File: src/rtl/make_hint_stream.sv
// Signer-side ML-DSA hint generator: one hint bit per (a0, a1) coefficient, with hint count and OMEGA reject.
// Optional per-polynomial cumulative counts (pc_valid/pc_count) under MAKE_HINT_POLYCNT_EN.
module make_hint_stream #(
  parameter int unsigned GAMMA2 = 261888,
  parameter int unsigned N      = 256,
  parameter int unsigned K      = 6,
  parameter int unsigned OMEGA  = 55
) (
  input  logic               clk,
  input  logic               rst_n,
  input  logic               start,
  input  logic               s_valid,
  output logic               s_ready,
  input  logic signed [31:0] s_a0,
  input  logic [3:0]         s_a1,
  output logic               m_valid,
  input  logic               m_ready,
  output logic               m_hint,
  output logic [7:0]         m_idx,
  output logic [2:0]         m_poly,
  output logic               m_last,
  output logic               done,
  output logic [10:0]        hint_count,
  output logic               reject
`ifdef MAKE_HINT_POLYCNT_EN
  ,
  output logic               pc_valid,
  output logic [7:0]         pc_count
`endif
);

  localparam int unsigned IDX_W  = 8;
  localparam int unsigned POLY_W = 3;
  localparam int unsigned CNT_W  = 11;

  localparam logic [IDX_W-1:0]  IDX_LAST  = IDX_W'(N - 1);
  localparam logic [POLY_W-1:0] POLY_LAST = POLY_W'(K - 1);
  localparam logic [CNT_W-1:0]  OMEGA_C   = CNT_W'(OMEGA);
  localparam logic signed [31:0] G_POS    = 32'(GAMMA2);
  localparam logic signed [31:0] G_NEG    = -G_POS;

  typedef enum logic [1:0] {IDLE, RUN, FLUSH} state_t;

  state_t              state;
  logic [IDX_W-1:0]    idx;
  logic [POLY_W-1:0]   poly;
  logic                rej_en;
  logic                in_hs;
  logic                out_hs;
  logic                last_in;
  logic                hint_c;

  // Signed 32-bit threshold test on the centered low part
  assign hint_c = (s_a0 > G_POS) || (s_a0 < G_NEG) || ((s_a0 == G_NEG) && (s_a1 != 4'd0));

  assign s_ready = (state == RUN) && (!m_valid || m_ready);
  assign in_hs   = s_valid && s_ready;
  assign out_hs  = m_valid && m_ready;
  assign last_in = (idx == IDX_LAST) && (poly == POLY_LAST);

  // Reject becomes visible only once the vector has completed
  assign reject  = rej_en && (hint_count > OMEGA_C);

  always_ff @(posedge clk or negedge rst_n) begin
    if (!rst_n) begin
      state      <= IDLE;
      idx        <= '0;
      poly       <= '0;
      m_valid    <= 1'b0;
      m_hint     <= 1'b0;
      m_idx      <= '0;
      m_poly     <= '0;
      m_last     <= 1'b0;
      done       <= 1'b0;
      hint_count <= '0;
      rej_en     <= 1'b0;
    end else begin
      done <= 1'b0;
      if (start) begin
        // New vector or abort; a coefficient offered this cycle is dropped
        state      <= RUN;
        idx        <= '0;
        poly       <= '0;
        m_valid    <= 1'b0;
        m_hint     <= 1'b0;
        m_idx      <= '0;
        m_poly     <= '0;
        m_last     <= 1'b0;
        hint_count <= '0;
        rej_en     <= 1'b0;
      end else begin
        if (in_hs) begin
          m_valid    <= 1'b1;
          m_hint     <= hint_c;
          m_idx      <= idx;
          m_poly     <= poly;
          m_last     <= last_in;
          hint_count <= hint_count + CNT_W'(hint_c);
          if (idx == IDX_LAST) begin
            idx  <= '0;
            poly <= poly + POLY_W'(1);
          end else begin
            idx <= idx + IDX_W'(1);
          end
          if (last_in) state <= FLUSH;
        end else if (out_hs) begin
          m_valid <= 1'b0;
        end
        if ((state == FLUSH) && out_hs && m_last) begin
          state  <= IDLE;
          done   <= 1'b1;
          rej_en <= 1'b1;
        end
      end
    end
  end

`ifdef MAKE_HINT_POLYCNT_EN
  // hint_count at the boundary handshake covers exactly the hints through that polynomial
  always_ff @(posedge clk or negedge rst_n) begin
    if (!rst_n) begin
      pc_valid <= 1'b0;
      pc_count <= '0;
    end else begin
      pc_valid <= 1'b0;
      if (!start && out_hs && (m_idx == IDX_LAST)) begin
        pc_valid <= 1'b1;
        pc_count <= (hint_count > CNT_W'(255)) ? 8'hFF : hint_count[7:0];
      end
    end
  end
`endif

endmodule

File: config.mk
export PLATFORM = sky130hd
export DESIGN_NAME = make_hint_stream
export DESIGN_NICKNAME = d
export VERILOG_FILES = /design/src/rtl/make_hint_stream.sv
export SDC_FILE = /design/constraint.sdc
export NUM_CORES = 1
export LEC_CHECK = 0
export ABC_AREA = 1
export CAP_MARGIN = 20
export CORE_AREA = 5 5 89 71
export CTS_BUF_LIST = sky130_fd_sc_hd__clkbuf_4 sky130_fd_sc_hd__clkbuf_8
export DETAILED_ROUTE_END_ITERATION = 7
export DIE_AREA = 0 0 94 76
export GPL_TIMING_DRIVEN = 0
export PLACE_DENSITY = 0.77
export SLEW_MARGIN = 5
export SYNTH_ARGS = -nofsm -noshare
export SYNTH_HDL_FRONTEND = slang
export SYNTH_SLANG_ARGS = --single-unit
File: constraint.sdc
create_clock -name clk -period 3.6 [get_ports clk]
set_input_delay 0.54 -clock clk [delete_from_list [all_inputs] [get_ports clk]]
set_output_delay 0.54 -clock clk [all_outputs]
set_load 0.03 [all_outputs]
* Word level (Yosys, flattened, before mapping)
Cells that the tools add are included.
Storage, ports and cells: output and inout bits 28, register bits after elaboration 40, bits of input ports 41, word-level logic and storage cells 70
Operators by class: order comparisons 3, eq/ne operators 5, $add $sub $neg 3, multiplexer cells 27, reductions and logical operators 21
Operator list (count):
- $mux W8 | 5
- $eq A32 B19 Y1 const B | 1
- $gt A32 B19 Y1 const B | 1
- $lt A32 B19 Y1 const B | 1
- $mux W11 | 2
- $mux W3 | 5
- $add A11 B1 Y11 | 1
- $gt A11 B6 Y1 const B | 1
- $mux W1 | 11
- $reduce_bool A3 Y1 | 3
- $add A8 B1 Y8 const B | 1
- $eq A8 B8 Y1 const B | 1
- $logic_and A1 B1 Y1 | 8
- $mux W2 | 4
- $reduce_bool A2 Y1 | 3
- $reduce_and A2 Y1 | 2
- $reduce_bool A4 Y1 | 1
- $add A3 B1 Y3 const B | 1
- $eq A3 B3 Y1 const B | 1
- $logic_or A1 B1 Y1 | 3
- $eq A2 B1 Y1 const B | 1
- $eq A2 B2 Y1 const B | 1
- $logic_not A1 Y1 | 1

* Longest topological paths before layout
word-level depth 7, mapped depth 15, depth with buffers taken out 15

* Least setup slack after synthesis
OpenSTA, ideal clock, no wires.
kind input-to-reg, start point in s_a0[16], end point reg hint_count[8], path slack 1.396 ns, required time 3.474 ns, library setup time 0.126 ns, arrival time 2.079 ns, stages on the path 13, path buffers 0, cells stage by stage or2_2 > nor2_1 > nand2_1 > nor2_1 > nand3_1 > nand2_1 > ha_1 > ha_1 > inv_1 > nor2_4 > nand2_2 > nor3_1 > nor3b_2
On the way: longest elaborated chain between the ends 6, elaborated cells on any way between the ends 9, classes of those cells add/sub: 1; order compare: 2; eq/ne: 1; mux: 2; reduce/logical: 3
RTL lines:
- from (decl) | RTL line 14 | input logic signed [31:0] s_a0,
- $gt A32 B19 Y1, or another cell as far along | RTL line 54 | assign hint_c = (s_a0 > G_POS) || (s_a0 < G_NEG) || ((s_a0 == G_NEG) && (s_a1 != 4'd0));
- $logic_or A1 B1 Y1 or $logic_and A1 B1 Y1 (tied branches) | RTL line 54
- $logic_or A1 B1 Y1 (*) | RTL line 54
- $add A11 B1 Y11 (*) | RTL line 98 | hint_count <= hint_count + CNT_W'(hint_c);
- $mux W11 (*) | RTL line 92 | if (in_hs) begin
- $mux W11 (*) | RTL line 79 | if (start) begin
- to (signal assigned) | RTL line 98
- to (decl) | RTL line 23 | output logic [10:0] hint_count,
Every way passes the cells marked *; elsewhere a longest branch is shown, timed or not. The select of a mux whose other input is x is not followed. A chain may end at the register's enable or synchronous reset.

* Worst setup path after layout
Ends and elaborated chain as after synthesis.

==> reports/metrics.yaml <==
run_status:
  status: "complete, no violations"
floorplanning:
  row_count: 24
  die_w_um: 94
  die_area_mm2: 0.00714
  fp.coreArea_mm2: 0.00547
  die_height_um: 76
  start_util_pct: 42.5
  ios: 69
layout:
  seq_area_mm2: 0.00100
  fin_area_mm2: 0.00322
  multi_input_area_mm2: 0.00110
  diodes: 0
  layout_commonest_cell: "nand2_1"
  layout_common_cells: "nand2_1 (75), clkdlybuf4s50_1 (66), nor2_1 (47)"
  drive_gt1_share_pct: 9.61
  nets: 430
  fillCellCount: 490
  area_growth_pct: 38.9
yosys:
  avgSynthCellArea_um2: 7.51
  synth.distinct_cells: 33
  synth.largest_area_cell: "dfrtp_1"
  ys_seq_area_share_pct: 43.1
  synth_nets: 355
  netlist_area_mm2: 0.00232
  syn_inst: 309
  yosysTopAreaCellShare_pct: 43.1
  synth_area_leaders: "dfrtp_1 (43%), nand2_1 (12%), nor2_1 (7.6%), inv_1 (7.1%), nand3_1 (3.5%)"
  synth_seq_cells: 40
  ys.warnings.count: 0
cts:
  cts_tree: "done"
  ctsResizeCount: 0
  root_buffer: "clkbuf_8"
  cts_max_level: 2
  cts_setup_buffers: 0
  cts.path.max_buffers: 2
  cts_buffers: 5
  clk_pin_slew_ps: 80
  clock_latency_ps: 290
  cts_sinks: 40
  hold_buffers: 0
placement:
  placed_cell_area_mm2: 0.00311
  io_buffers: 67
  gp_congestion: 0.851
  dp_hpwl_mm: 4.43
  pre_cts_slack_ps: 749
sta:
  setup_viol: 0
  finalCritPeriodShare_pct: 71.0
  fin_worst_skew_ps: 1.79
  timing.fmax_mhz: 391
  rsz0062_at_grt: "false"
  worst_pin_slew_ps: 465
  slew_headroom_pct: 69.0
  post-route-min-period_ps: 2560
  fin_ws_ps: 1040
  fin_hold_ws_ps: 191
  tns_ps: 0
  report.final.slew_viol_count: 0
  final-hold-violation-count: 0
power:
  ir_drop_v: 0.000216
  p_leak_nw: 1.45
  cellPowerDensity_mw_per_mm2: 303
setup_path:
  critPathRequiredTime_ps: 3780
  worstPathMaxFanout: 5
  startpoint_type: "input port"
  critPathArrivalTime_ps: 2730
  worstSetupPathType: "in -> reg"
  worstPathCellList: "clkdlybuf4s50_1, or2_2, nor2_1, nand2_1, nor2_1, nand3_1, nand2_1, ha_1, ha_1, inv_1, nor2_4, nand2_2, nor3_1, nor3b_2"
  end_kind: "flop"
  cpPeakStageDelay_ps: 410
  crit_path_top_delay_cell: "clkdlybuf4s50_1"
  cp_top_family: "simple AND/OR/NAND/NOR gates"
  cp_num_buf_inv: 2
route:
  post_drt_wl_per_cell_um: 11.9
  num_vias: 2205
  postRouteAntennaNets: 0
  wirelength_mm: 5.51
  drtPass1Iterations: 4
  drc: 0
  drt_iter0_markers: 91
  vias_per_cell: 4.76
global_route:
  grt_pass1_vias: 2167
  grt_max_degree: 23
  antenna_found_initial: 0
  grt-ovfl-total: 0
  grt_pass1_wl_mm: 9.80
  track_usage_pct: 16.7
flow_run:
  maxCapViolCount: 0
hold_path:
  min_path_type: "in -> async"
-- Yosys cell counts --
master and number:
o22ai_1 1, inv_2 2, buf_2 2, dfrtp_1 40, nand3_4 1, o21ai_2 8, o21ai_1 5, and2_1 3
nand3b_1 1, buf_4 1, a22o_1 2, nor4_1 2, a31oi_1 2, nor3_1 8, clkbuf_8 1, nor2_1 47
a21oi_1 13, xor2_1 2, nand4_1 4, nand2_1 75, nor2_4 3, nand3_1 16, inv_1 44, nor3_4 1
buf_6 1, a22oi_1 1, nor3_2 1, nor3b_1 1, o21ai_0 10, or2_2 1, nand2_2 4, nor3b_2 1
ha_1 5
-- metrics by stage --
step / instances / util [%] / power, mW
6_report: 463 / 59.0 / 0.976
5_1_grt: 463 / 59.0 / 1.02
4_1_cts: 463 / 59.0 / 0.984
3_5_place_dp: 455 / 56.9 / 0.615
3_3_place_gp: 454 / 56.5 / 0.609
2_1_floorplan: 309 / - / 0.532
-- final timing paths --
check                      startpoint             to  slack (ps)  cells past startpoint
max in group asynchronous       rst_n  hint_count[7]        2950                      2
max reg2reg                    idx[1]         idx[4]        2050                      8
min reg2reg                 m_poly[2]      m_poly[2]         480                      2
max                          s_a0[16]  hint_count[8]        1040                     14
min                             rst_n        poly[1]         190                      1
min in group clk            m_poly[2]      m_poly[2]         480                      2
-- worst register-to-register path, delay by kind of cell (launching register included) --
| family | cells | cell delay (ps) |
|---|---|---|
| adder cells (fa/ha/maj) | 1 | 220 |
| AO/OA/AOI/OAI | 3 | 390 |
| buffers and inverters | 2 | 250 |
| flip-flops | 1 | 390 |
| AND/OR/NAND/NOR | 2 | 190 |
-- sequential cells by signal, summed over array words and instances (netlist names) --
register / cells
done: 1
m_valid: 1
rej_en: 1
hint_count: 11
poly: 3
m_idx: 8
m_last: 1
m_hint: 1
m_poly: 3
idx: 8
state: 2
-- power breakdown --
| group | internal (mW) | switching, mW | total [mW] |
|---|---|---|---|
| Combinational | 0.0695 | 0.0740 | 0.143 |
| Clock | 0.213 | 0.157 | 0.371 |
| Sequential | 0.456 | 0.00576 | 0.461 |
| Total | 0.739 | 0.237 | 0.976 |
-- metal layers --
layer	wire length [um]	track usage, %
met1	2620	22.8
met2	2600	27.1
met3	232	3.16
met4	62	4.33
met5	0	0
-- cells by family (layout without fill, tap and decap cells) --
logic type / after synthesis / after routing / synth area share (%)
simple gates: 169 / 169 / 33.2
buf+inv: 51 / 127 / 9.27
xor+xnor: 2 / 2 / 0.755
fa+ha+maj: 5 / 5 / 2.70
flops: 40 / 40 / 43.1
compound gates: 42 / 42 / 10.9
-- final cells by class --
type / count / area share (%)
multi-input cells: 218 / 34.3
flip-flops and latches: 40 / 31.1
repair buffers: 68 / 21.5
inverters: 46 / 5.36
well taps: 78 / 3.03
clock buffers: 6 / 2.37
plain buffers: 5 / 1.32
clock inverters: 2 / 1.09
Power figures use the tool's default switching activity.
